<file path="src/rtl/tff_updown_counter.sv">
// rtl/tff_updown_counter.sv - modulo-N up/down counter built from T flip-flops (optional TFF_CROSSCHECK_EN shadow banks)

// One T flip-flop cell: the stored bit only ever changes by toggling.
module tff_bit (
  input  logic clk,
  input  logic reset,
  input  logic t_i,
  output logic q_o
);

  logic q_q;

  // Toggle on T, clear on synchronous reset.
  always_ff @(posedge clk) begin
    if (reset) begin
      q_q <= 1'b0;
    end else begin
      q_q <= q_q ^ t_i;
    end
  end

  assign q_o = q_q;

endmodule

// Counter top: next-state logic produces a target value, the toggle vector
// is the XOR of current and target, and the T bank applies it.
module tff_updown_counter #(
  parameter int WIDTH  = 4,
  parameter int MODULO = 16
) (
  input  logic             clk,
  input  logic             reset,
  input  logic             en_i,
  input  logic             up_dn_i,
  input  logic             load_i,
  input  logic [WIDTH-1:0] load_val_i,
  output logic [WIDTH-1:0] count_o,
  output logic [WIDTH-1:0] t_vec_o,
  output logic             tc_o,
  output logic             load_err_o
`ifdef TFF_CROSSCHECK_EN
  ,
  output logic             mismatch_o
`endif
);

  // MODULO may equal 2**WIDTH, so range checks use one extra bit.
  localparam logic [WIDTH-1:0] MAX_CNT = WIDTH'(MODULO - 1);
  localparam logic [WIDTH:0]   MOD_EXT = (WIDTH + 1)'(MODULO);
  localparam logic [WIDTH-1:0] ONE     = WIDTH'(1);

  logic [WIDTH-1:0] count_q;
  logic [WIDTH-1:0] count_d;
  logic [WIDTH-1:0] t_vec;
  logic             at_max;
  logic             at_zero;
  logic             load_oor;
  logic             load_err_q;
  logic             load_err_d;

  assign at_max   = (count_q == MAX_CNT);
  assign at_zero  = (count_q == '0);
  assign load_oor = ({1'b0, load_val_i} >= MOD_EXT);

  // Target value for the next edge: reset > load > en, otherwise hold.
  always_comb begin
    count_d = count_q;
    if (reset) begin
      count_d = '0;
    end else if (load_i) begin
      count_d = load_oor ? MAX_CNT : load_val_i;
    end else if (en_i) begin
      if (up_dn_i) begin
        count_d = at_max ? '0 : (count_q + ONE);
      end else begin
        count_d = at_zero ? MAX_CNT : (count_q - ONE);
      end
    end
  end

  // Only bits that must change get toggled; a hold yields an all-zero vector.
  assign t_vec = count_q ^ count_d;

  // The state bank: one T flip-flop per count bit, no direct D path.
  genvar gi;
  generate
    for (gi = 0; gi < WIDTH; gi++) begin : g_tff
      tff_bit u_tff (
        .clk   (clk),
        .reset (reset),
        .t_i   (t_vec[gi]),
        .q_o   (count_q[gi])
      );
    end
  endgenerate

  // An out-of-range load is flagged for exactly the cycle after the strobe.
  assign load_err_d = load_i & load_oor;

  // Registered load error pulse.
  always_ff @(posedge clk) begin
    if (reset) begin
      load_err_q <= 1'b0;
    end else begin
      load_err_q <= load_err_d;
    end
  end

  assign count_o    = count_q;
  assign t_vec_o    = t_vec;
  assign load_err_o = load_err_q;
  assign tc_o       = en_i & ~load_i & ~reset & (up_dn_i ? at_max : at_zero);

`ifdef TFF_CROSSCHECK_EN
  logic [WIDTH-1:0] jk_q;
  logic [WIDTH-1:0] sr_q;
  logic [WIDTH-1:0] sr_s;
  logic [WIDTH-1:0] sr_r;
  logic             mismatch_q;

  // Set/reset terms derived from the SR bank's own state so it tracks independently.
  assign sr_s = t_vec & ~sr_q;
  assign sr_r = t_vec & sr_q;

  // Shadow JK bank with J=K=T: (J & ~Q) | (~K & Q).
  always_ff @(posedge clk) begin
    if (reset) begin
      jk_q <= '0;
    end else begin
      jk_q <= (t_vec & ~jk_q) | (~t_vec & jk_q);
    end
  end

  // Shadow SR bank: S | (~R & Q); S and R are never both set.
  always_ff @(posedge clk) begin
    if (reset) begin
      sr_q <= '0;
    end else begin
      sr_q <= sr_s | (~sr_r & sr_q);
    end
  end

  // Sticky disagreement flag between the shadow banks and the T bank.
  always_ff @(posedge clk) begin
    if (reset) begin
      mismatch_q <= 1'b0;
    end else begin
      mismatch_q <= mismatch_q | (jk_q != count_q) | (sr_q != count_q);
    end
  end

  assign mismatch_o = mismatch_q;
`endif

endmodule
</file>
<file path="config.mk">
export PLATFORM = sky130hd
export DESIGN_NAME = tff_updown_counter
export DESIGN_NICKNAME = d
export VERILOG_FILES = /design/src/rtl/tff_updown_counter.sv
export SDC_FILE = /design/constraint.sdc
export NUM_CORES = 1
export LEC_CHECK = 0
export ABC_AREA = 1
export CAP_MARGIN = 0
export CORE_MARGIN = 2
export CORE_UTILIZATION = 30
export CTS_BUF_LIST = sky130_fd_sc_hd__clkbuf_8
export CTS_CLUSTER_DIAMETER = 80
export DETAILED_ROUTE_END_ITERATION = 10
export SLEW_MARGIN = 20
export SYNTH_ARGS = -nofsm -noshare
export SYNTH_HDL_FRONTEND = slang
export SYNTH_HIERARCHICAL = 1
export SYNTH_SLANG_ARGS = --single-unit
</file>
<file path="constraint.sdc">
create_clock -name clk -period 1.72 [get_ports clk]
set_input_delay 0.516 -clock clk [delete_from_list [all_inputs] [get_ports clk]]
set_output_delay 0.516 -clock clk [all_outputs]
set_load 0.05 [all_outputs]
</file>
Yosys cells after proc, flatten, opt, wreduce, memory -nomap -nowiden

Index checks and enable logic that the tools add are counted.

Equal/unequal tests: 1
Reduce and logical (&&, ||, !) cells: 1
Bitwise logic cells: 10
Add/sub/neg operators: 2
Muxes and demuxes: 7

Operators by type and width:

| cell                                              | number |
|---|---|
| 2-to-1 mux 4 bit                                  | 6 |
| adder 4 x 1 -> 4 bit (second input constant)      | 1 |
| equality test 4 bit (second input constant)       | 1 |
| logical NOT 4 bit                                 | 1 |
| subtractor 4 x 1 -> 4 bit (second input constant) | 1 |
| bitwise XOR 1 bit                                 | 4 |
| bitwise XOR 4 bit                                 | 1 |
| AND 1 bit                                         | 3 |
| NOT 1 bit                                         | 2 |
| 2-to-1 mux 1 bit                                  | 1 |

Bits in registers: 4
Output and inout bits: 10
Bits of input ports: 9
Logic and storage cells: 25

Logic depth before layout (Yosys ltp)

Gate-level depths: netlist of run 1.

Depth after elaboration: 8
Mapped depth: 13
Mapped depth without buffers: 13

By module

The synthesis of run 1 kept the hierarchy.

Modules (own cells, without submodules):

| module             | cells an instance | seq. area each (um^2) | area each (um^2) | times used |
|---|---|---|---|---|
| tff_updown_counter | 63                | 0.0                   | 307.8            | 1 |
| tff_bit            | 6                 | 20.0                  | 38.8             | 4 |

Worst setup path before layout of run 1

No wires, ideal clock.

Path type: register to output
Start: register g_tff[0].u_tff.q_q
End: output port t_vec_o[1]
Data required time: 1,204 ps
Setup slack: -1,214 ps
Stages on the path, launching flop included: 7
Data arrival time: 2,418 ps
Buffers on the path: 0
Cell sequence: dfxtp_1 > inv_1 > ha_1 > xor2_1 > o21ai_0 > nand2_1 > xor2_1

Longest elaborated chain between the ends: 7
Elaborated cells between the ends (all ways): 11
Classes of those cells: add/sub: 2; eq/ne: 1; mux: 6; bitwise: 1; reduce/logical: 1

Ends and longest elaborated chain:

| element                                           | line   | RTL |
|---|---|---|
| from (decl)                                       | 11     | `logic q_q;` |
| from (signal assigned)                            | 18     | `q_q <= q_q ^ t_i;` |
| subtractor 4 x 1 -> 4 bit (tied with other cells) | 77     | `count_d = at_zero ? MAX_CNT : (count_q - ONE);` |
| 2-to-1 mux 4 bit, on equally long branches        | 77, 75 |  |
| 2-to-1 mux 4 bit *                                | 74     | `if (up_dn_i) begin` |
| 2-to-1 mux 4 bit *                                | 73     | `end else if (en_i) begin` |
| 2-to-1 mux 4 bit *                                | 71     | `end else if (load_i) begin` |
| 2-to-1 mux 4 bit *                                | 69     | `if (reset) begin` |
| bitwise XOR 4 bit *                               | 83     | `assign t_vec = count_q ^ count_d;` |
| to (decl)                                         | 39     | `output logic [WIDTH-1:0] t_vec_o,` |

Every way passes the cells marked *; elsewhere a longest branch is shown, timed or not.

Worst setup path in the final report of run 1

Start: register g_tff[1].u_tff.q_q
End: output port t_vec_o[1]

Longest elaborated chain between the ends: 7
Elaborated cells between the ends (all ways): 11
Classes of those cells: add/sub: 2; eq/ne: 1; mux: 6; bitwise: 1; reduce/logical: 1

Ends and longest elaborated chain:

| element                                           | line |
|---|---|
| from (decl)                                       | 11 |
| from (signal assigned)                            | 18 |
| subtractor 4 x 1 -> 4 bit (tied with other cells) | 77 |
| 2-to-1 mux 4 bit, on equally long branches        | 77, 75 |
| 2-to-1 mux 4 bit                                  | 74 |
| 2-to-1 mux 4 bit                                  | 73 |
| 2-to-1 mux 4 bit                                  | 71 |
| 2-to-1 mux 4 bit                                  | 69 |
| bitwise XOR 4 bit *                               | 83 |

Marked as above.

==> results of run 1 <==
## layout by cell type (no fill, tap or decap), drive strengths merged, types with 2 or more instances in the layout
| master | synthesis | routed |
|---|---|---|
| buf | 1 | 37 |
| nand2 | 26 | 26 |
| nor2 | 19 | 19 |
| inv | 12 | 12 |
| nand3 | 8 | 8 |
| a21oi | 4 | 4 |
| dfxtp | 4 | 4 |
| clkbuf | 0 | 3 |
| o21ai | 3 | 3 |
| dlygate4sd2 | 0 | 2 |
| xor2 | 2 | 2 |
| ha | 2 | 2 |
| clkdlybuf4s15 | 0 | 2 |
## final cells by class
class	instances	area, um2	area share [%]
Timing Repair Buffer	43	454	41.4
Multi-Input combinational cell	70	442	40.3
Sequential cell	4	90.1	8.21
Inverter	12	50.0	4.56
Clock buffer	3	41.3	3.76
Tap cell	16	20.0	1.82
## timing repair
item,4_1_cts,5_1_grt
setup endpoints to repair,7,5
resized for setup,29,6
buffers inserted,3,2
pin swaps,15,5
## worst max-delay path by stage
stage | start | endpoint
global route | g_tff[0].u_tff/q_o | t_vec_o[3]
CTS | g_tff[1].u_tff/q_o | t_vec_o[1]
global placement | up_dn_i | t_vec_o[3]
floorplan | g_tff[0].u_tff/q_o | t_vec_o[1]
finish | g_tff[1].u_tff/q_o | t_vec_o[1]
detailed placement | up_dn_i | t_vec_o[3]
## critical path: cells and delay by family, from the launching register on
family | cells | cell delay [ns]
adders and majority gates | 1 | 0.22
and+or+nand+nor | 1 | 0.10
buffers and inverters | 2 | 0.20
xor gates and xnor gates | 2 | 0.31
AOI/OAI and AO/OA | 1 | 0.14
DFF | 1 | 0.36
## power by group through the flow
stage               Clock (uW)  Combinational [uW]  Sequential [uW]
CTS                        216                 902              164
floorplan                    0                 355              249
detailed placement           0                 850              163
finish                     211                 927              164
global route               213                 986              168
global placement             0                 838              163
## cells by family (layout without fill, tap and decap cells)
group / count (synthesis) / after routing / share of synthesized area (%)
AOI/OAI and AO/OA: 10 / 10 / 13.2
adders and majority gates: 2 / 2 / 5.40
xor gates and xnor gates: 2 / 2 / 3.78
buffers and inverters: 13 / 58 / 11.4
other: 1 / 1 / 0.810
and+or+nand+nor: 55 / 55 / 48.1
DFF: 4 / 4 / 17.3
## through the flow
stage / utilization [%] / power [uW] / area [um2]
floorplan: - / 603 / 544
global placement: 66.2 / 1000 / 975
detailed placement: 66.2 / 1010 / 975
CTS: 72.4 / 1280 / 1060
global route: 74.6 / 1370 / 1100
finish: 74.6 / 1300 / 1100
## metal layers
layer	wire length, um	track usage (%)
met3	65	2.98
met1	597	19.0
met5	0	0
met2	884	32.8
met4	36	13.9
==> metrics, run 1 <==
Crit path required time 1.20 ns; CTS Hold Buffers Added 0; clock-pin slew on the worst setup and hold paths 0.04 ns; Sw Share 43.4%; row count 14; final hold violation count 0; WL/cell 10.7 um; fmax 481 MHz; Seq cells post-synth 4; endpoint class of the critical path primary output; WHS 0.655 ns; Yosys top cell by area nand2_1; sw power 565 uW; Hold Crit Class reg -> reg; Final HPWL DP 1.24 mm; Port Buffers 17; initial drt markers 5; R2R cell count 10; depth of the worst hold-timing path 3; Syn. warnings 6; Vias 683; fin crit period 2.08 ns; crit path launch type flip-flop; clock power share 16.2%; Final period util 121%; CORE AREA 0.00147 mm2; synth top area cells nand2_1 (21%), dfxtp_1 (17%), nor2_1 (15%); routed wire length 1.58 mm; Syn Area/Cell 5.32 um2; Fin Setup TNS -1.49 ns; area growth from synthesis to layout 137%; Post-synth top cells nand2_1 (26), nor2_1 (18), inv_1 (11); number of synthesized flops with an enable pin 0; vias in the first global route 648; io pins 19; Slowest-stage cell, CP dfxtp_4; CTS tree done; P_leak 0.000532 uW; Pint 737 uW; r2r startpoint g_tff[1].u_tff/q_o; Clock Sinks 4; final setup vio count 5; pin count of the biggest net entering global routing 7; Pwr per Cell Area 1190 mW/mm2; CP max stage delay 0.36 ns; Synth Instances 87; violated checks setup timing; Netlist cell types 19; H-tree depth 1; hold endpoint g_tff[1].u_tff/q_o; most common cell in the netlist nand2_1; fin. max-slew vios 0; post-route antenna net violation count 0; non-filler cells in the finished layout 148; final setup margin -0.361 ns; total congestion overflow 0; Crit Path Category reg -> out; First-pass DRT Iterations 4; Via density 4.61; syn nets 98; nets 145; R2R setup slack 0.14 ns; clock buffer depth 2; initial antenna violation count 0; cell count after placement 140; first-pass GRT wire length 2.53 mm; Peak supply drop 0.815 mV; Layout fillers 110; hold path start g_tff[1].u_tff/q_o; RSZ-0062 raised after global routing true; status finished with violations; diode count 0; Worst-Skew Late Latency 0.22 ns; Die W 43.3 um; layout cells sized above 1 53.8%; Comb power frac 71.2%; cts bufs inserted 3; max_cap viols 0; max reg flops 4; ys flop type dfxtp_1; Critical Path, Cell by Cell inv_4, ha_4, xor2_1, o21ai_1, nand2_2, xor2_4, buf_12; Post-Syn Area 463 um2; Setup WS pre-CTS -0.642 ns; Max FO, Critical Path 4; CP Data Arrival Time 1.56 ns; Root Buffer Master clkbuf_8; ys async rst share 0%; Yosys top cell area share 21.1%; die area 0.00187 mm2; sequential fraction of design power 12.6%; Starting Density 31.5%; die span in y 43.3 um; sequential share of the synthesized area 17.3%; Final Wtd Congestion 0.813; r2r endpoint g_tff[1].u_tff/q_o; DRC viols 0; clk_skew 0.00401 ns; All-Layer GR Usage 18.5%
Power figures use the tool's default switching activity.
==> inputs of run 2 (changes only) <==
--- a/config.mk
+++ b/config.mk
@@ -7,10 +7,10 @@
 export LEC_CHECK = 0
 export ABC_AREA = 1
 export CAP_MARGIN = 0
-export CORE_MARGIN = 2
+export CORE_MARGIN = 1.5
 export CORE_UTILIZATION = 30
 export CTS_BUF_LIST = sky130_fd_sc_hd__clkbuf_8
-export CTS_CLUSTER_DIAMETER = 80
+export CTS_CLUSTER_DIAMETER = 100
 export DETAILED_ROUTE_END_ITERATION = 10
 export SLEW_MARGIN = 20
 export SYNTH_ARGS = -nofsm -noshare
==> run 2 against run 1 <==
- the run still ends with setup timing left
- die area shrank 4.6%
- via count shrank 0.29%
- core utilization grew 2.9 points
- hold slack gained 0.018 ns
- count of clock-buffer cells in the layout is the same
- largest cell class unchanged
- highest routed layer unchanged
==> metrics, run 2 (synthesis results as in run 1) <==
status finished with violations; violated checks setup timing; row count 13 (-1); max_cap viols 0 (unchanged); area growth from synthesis to layout 129%; DRC viols 0 (unchanged); Via density 4.73 (+2.5%); post-route antenna net violation count 0 (unchanged); fin. max-slew vios 0 (unchanged); Critical Path, Cell by Cell inv_4, ha_4, xor2_1, o21ai_1, nand2_2, xor2_4, buf_12; cell area after layout 0.00106 mm2 (-3.5%); final setup vio count 5 (unchanged); Final Wtd Congestion 0.786 (-3.4%); Clock Sinks 4 (unchanged); final hold violation count 0 (unchanged); Total Power 1280 uW (-1.9%); met2 usage 37.2% (+4.4 points); Comb power frac 70.3% (-0.9 points); Slowest-stage cell, CP dfxtp_4; sw power 564 uW (-0.12%); die span in y 42.3 um (-2.3%); Pwr per Cell Area 1210 mW/mm2 (+1.7%); commonest cells after routing, fill and taps aside nand2_1 (21), buf_4 (21), nor2_1 (15); Layout fillers 105 (-4.5%); Die W 42.3 um (-2.3%); H-tree depth 1 (unchanged); nets 142 (-2.1%); Register Area 90.1 um2 (unchanged); r2r startpoint g_tff[0].u_tff/q_o; crit path launch type flip-flop; total congestion overflow 0 (unchanged); WHS 0.673 ns (+0.0184 ns); CP Data Arrival Time 1.58 ns (+0.02 ns); Final period util 122% (+1.0 points); Final Util 77.5% (+2.9 points); layout cells sized above 1 49.6% (-4.2 points); routed wire length 1.60 mm (+1.1%); Pint 713 uW (-3.2%); Final HPWL DP 1.23 mm (-0.38%); first-pass GRT wire length 2.68 mm (+6.0%); Placed Area 973 um2 (-0.13%); fin crit period 2.10 ns (+0.0179 ns); WL/cell 11.1 um (+3.9%); initial antenna violation count 0 (unchanged); CTS Hold Buffers Added 0 (unchanged); worst setup path startpoint g_tff[0].u_tff/q_o; Vias 681 (-0.29%); CP bufs+invs 2 (unchanged); diode count 0 (unchanged); cts bufs inserted 3 (unchanged); Root Buffer Master clkbuf_8; clock-pin slew on the worst setup and hold paths 0.04 ns (about the same); Setup WS pre-CTS -0.649 ns (-0.00638 ns); clk_skew 0.00644 ns (+0.00242 ns); First-pass DRT Iterations 4 (unchanged); Peak supply drop 0.760 mV (-6.7%); Sw Share 44.2% (+0.78 points); clock buffer depth 2 (unchanged); Starting Density 33.9% (+2.4 points); GR Util met1 21.2% (+2.2 points); sequential fraction of design power 13.1% (+0.5 points); Crit path required time 1.20 ns (about the same); initial drt markers 6 (+1); CTS tree done; CP max stage delay 0.36 ns (about the same); fmax 476 MHz (-0.85%); R2R setup slack 0.07 ns (-0.07 ns); io pins 19 (unchanged); Hold Crit Class reg -> reg; P_leak 0.000508 uW (-4.5%); die area 0.00179 mm2 (-4.6%); pin count of the biggest net entering global routing 8 (+1); hold path start g_tff[1].u_tff/q_o; All-Layer GR Usage 19.9% (+1.4 points); vias in the first global route 628 (-3.1%); global routing usage on met3 3.45% (+0.47 points); RSZ-0062 raised after global routing true; clock power share 16.5% (+0.3 points); area of the multi-input gates 428 um2 (-3.1%); Port Buffers 17 (unchanged); CORE AREA 0.00137 mm2 (-7.1%); global route hottest layer met2; Worst-Skew Late Latency 0.23 ns (about the same); Crit path max-delay family flip-flops; endpoint class of the critical path primary output; Crit Path Category reg -> out; Max FO, Critical Path 3 (-1); max reg flops 4 (unchanged); final setup margin -0.379 ns (-0.0179 ns)
[run 2: repair_timing]
| action | CTS | global route |
|---|---|---|
| gates resized for setup | 26 | 3 |
| setup buffers | 1 | 1 |
| pin swaps | 8 | 3 |
| setup endpoints to repair | 9 | 7 |
[run 2: area by class of cell]
| cell class | count | area share, % |
|---|---|---|
| multi-input combinational | 70 | 40.4 |
| clock buffer | 3 | 3.90 |
| timing repair buffer | 40 | 40.7 |
| sequential | 4 | 8.51 |
| inverter | 12 | 4.73 |
| tap | 15 | 1.77 |
[run 2: power by group through the flow]
stage	Sequential, uW	Clock (uW)	Combinational (uW)
floorplan	249	0	355
CTS	164	215	875
global route	170	219	961
detailed placement	164	0	848
global placement	163	0	835
finish	168	211	898
[run 2: stage by stage]
stage / cells / TNS (ns)
after global routing: 144 / -1.90
after CTS: 143 / -1.57
after global placement: 139 / -3.96
after detailed placement: 139 / -4.36
after floorplan: 87 / -1.31
final: 144 / -1.46
[run 2: routing by layer]
metal / wire (um) / vias to the layer above / share of wire (%)
met5: 0 / - / 0
met3: 53 / 2 / 3.3
li1: - / 355 / -
met4: 23 / 0 / 1.4
met1: 671 / 307 / 42
met2: 852 / 17 / 53
[run 2: worst register-to-register path, delay by kind of cell (launching register included)]
family          cells  cell delay [ns]
simple gates        7             0.53
flops               1             0.35
buf+inv             2             0.26
fa+ha+maj           1             0.22
compound gates      1             0.18
[run 2: path summary, 6_finish.rpt]
kind                        end  depth (start not counted)
max                  t_vec_o[1]                          7
min          g_tff[1].u_tff/q_o                          3
max reg2reg  g_tff[0].u_tff/q_o                         11
min reg2reg  g_tff[1].u_tff/q_o                          3
==> inputs of run 3 (changes only) <==
--- a/config.mk
+++ b/config.mk
@@ -11,6 +11,7 @@
 export CORE_UTILIZATION = 30
 export CTS_BUF_LIST = sky130_fd_sc_hd__clkbuf_8
 export CTS_CLUSTER_DIAMETER = 100
+export CTS_CLUSTER_SIZE = 40
 export DETAILED_ROUTE_END_ITERATION = 10
 export SLEW_MARGIN = 20
 export SYNTH_ARGS = -nofsm -noshare
==> constraint.sdc (replaced) <==
create_clock -name clk -period 1.72 [get_ports clk]
set_input_delay 0.344 -clock clk [delete_from_list [all_inputs] [get_ports clk]]
set_output_delay 0.344 -clock clk [all_outputs]
set_load 0.05 [all_outputs]
==> run 3 against run 2 <==
- the flow still finishes with violations (setup timing)
- register-to-register slack got worse by 0.02 ns
- flip-flop and latch count did not move
- power fell by 7.5%
- non-clock buffer count fell by 2
- sequential power rose by 5%
- final area fell by 7.4%
- first-iteration DRC count rose by 67%
- global-route usage fell by 2.4 points
- maximum frequency rose by 9.1%
- critical path depth did not move
- final cell count fell by 1.4%
- largest cell class is now multi-input combinational cells
==> metrics, run 3 (synthesis results as in run 1) <==
Die W 42.3 um (unchanged); final hold violation count 0 (unchanged); Crit Path Category reg -> out; WHS 0.548 ns (-0.125 ns); Placed Area 893 um2 (-8.2%); r2r endpoint g_tff[2].u_tff/q_o; die span in y 42.3 um (unchanged); io pins 19 (unchanged); r2r startpoint g_tff[1].u_tff/q_o; Slowest-stage cell, CP dfxtp_4; R2R cell count 11 (unchanged); most common cell after layout, fill and taps aside buf_4; routed wire length 1.52 mm (-4.9%); clk_skew 0.000659 ns (-0.00578 ns); max reg flops 4 (unchanged); initial antenna violation count 0 (unchanged); post-route antenna net violation count 0 (unchanged); crit path launch type flip-flop; WL/cell 10.7 um (-3.5%); hold path start g_tff[3].u_tff/q_o; RSZ-0062 raised after global routing true; Via density 4.77 (+0.81%); cts bufs inserted 3 (unchanged); fin. max-slew vios 0 (unchanged); violated checks setup timing; hold endpoint g_tff[3].u_tff/q_o; H-tree depth 1 (unchanged); CP max stage delay 0.36 ns (about the same); Critical Path, Cell by Cell inv_4, ha_4, xor2_1, o21ai_1, nand2_2, xor2_4, buf_12; R2R setup slack 0.05 ns (-0.02 ns); CTS Hold Buffers Added 0 (unchanged); die area 0.00179 mm2 (unchanged); cell area after layout 980 um2 (-7.4%); layout cells sized above 1 43.3% (-6.3 points); Final period util 112% (-10 points); Stages on worst setup path 7 (unchanged); Crit path max-delay family flip-flops; non-filler cells in the finished layout 142 (-1.4%); CTS tree done; Final HPWL DP 1.14 mm (-7.2%); Pwr per Cell Area 1210 mW/mm2 (about the same); first-pass GRT wire length 2.39 mm (-11%); endpoint class of the critical path primary output; Starting Density 33.9% (unchanged); DRC viols 0 (unchanged); cell count after placement 135 (-2.9%); total congestion overflow 0 (unchanged); Port Buffers 17 (unchanged); clock buffer depth 2 (unchanged); max_cap viols 0 (unchanged); initial drt markers 10 (+4); Root Buffer Master clkbuf_8; Final Util 71.7% (-5.8 points); Vias 677 (-0.59%); fmax 520 MHz (+9.1%); First-pass DRT Iterations 4 (unchanged); pin count of the biggest net entering global routing 11 (+3); Peak supply drop 0.835 mV (+9.8%); Crit path required time 1.38 ns (+0.18 ns); depth of the worst hold-timing path 2 (-1); All-Layer GR Usage 17.5% (-2.4 points); Hold Crit Class reg -> reg; nets 140 (-1.4%); P_leak 0.000481 uW (-5.2%); fin crit period 1.92 ns (-0.175 ns); Clock Sinks 4 (unchanged); area growth from synthesis to layout 112%; status finished with violations; CP Data Arrival Time 1.58 ns (about the same); commonest cells after routing, fill and taps aside buf_4 (25), nand2_1 (21), nor2_1 (16); Total Power 1180 uW (-7.5%); Final Wtd Congestion 0.800 (+1.8%); row count 13 (unchanged); CP bufs+invs 2 (unchanged); Max FO, Critical Path 3 (unchanged); Worst-Skew Late Latency 0.22 ns (about the same); final setup margin -0.204 ns (+0.175 ns); final setup vio count 5 (unchanged); CORE AREA 0.00137 mm2 (unchanged); vias in the first global route 584 (-7.0%); clock-pin slew on the worst setup and hold paths 0.03 ns (about the same); diode count 0 (unchanged)
[run 3: changes by cell type in the layout (fill, tap and decap cells not counted), moves of 2 or more]
cell           before  now
buf_4              21   25
dlygate4sd2_1       1    4
buf_6               2    0
buf_12              9    5
buf_2               2    0
[run 3: repair_timing]
action / in CTS / in global routing
setup buffers: 3 / 2
setup endpoints to repair: 5 / 6
endpoints found under the hold margin: 0 / 0
gates resized for setup: 8 / 5
pin swaps: 8 / 2
cloned: 0 / 0
[run 3: layout make-up]
type                       count  area [um2]
tap                           15        18.8
multi-input combinational     70         417
fill                         122         387
clock buffer                   3        41.3
inverter                      12        50.0
sequential                     4        90.1
timing repair buffer          38         363
[run 3: how the worst max path moves through the flow]
stage / slack (ns) / to / startpoint
floorplan: -0.17 / t_vec_o[1] / g_tff[0].u_tff/q_o
global placement: -0.30 / t_vec_o[1] / up_dn_i
detailed placement: -0.33 / t_vec_o[3] / up_dn_i
CTS: -0.22 / t_vec_o[1] / g_tff[0].u_tff/q_o
global route: -0.29 / t_vec_o[1] / g_tff[0].u_tff/q_o
finish: -0.20 / t_vec_o[1] / g_tff[0].u_tff/q_o
[run 3: tightest hold or removal path: stages, from the launching register on]
cell and delay [ns]:
dfxtp_2 0.38, nor2_2 0.09, nor2_1 0.04
[run 3: metrics by stage]
step	worst slack, ns	TNS, ns
after CTS	-0.221	-0.711
final	-0.204	-0.646
after detailed placement	-0.330	-2.00
after floorplan	-0.169	-0.458
after global placement	-0.303	-1.69
after global routing	-0.288	-1.23
[run 3: where the power goes]
group / internal, uW / total [uW] / switching [uW]
clock network: 149 / 195 / 46.3
registers: 125 / 176 / 50.9
logic: 375 / 810 / 436
total: 649 / 1180 / 533
[run 3: layer usage]
| layer | share of wire [%] | vias up | track usage (%) |
|---|---|---|---|
| met4 | 0 | 0 | 3.75 |
| met5 | 0 | - | 0 |
| met3 | 6.0 | 0 | 5.17 |
| met1 | 41 | 302 | 18.4 |
| li1 | - | 356 | - |
| met2 | 53 | 19 | 33.5 |
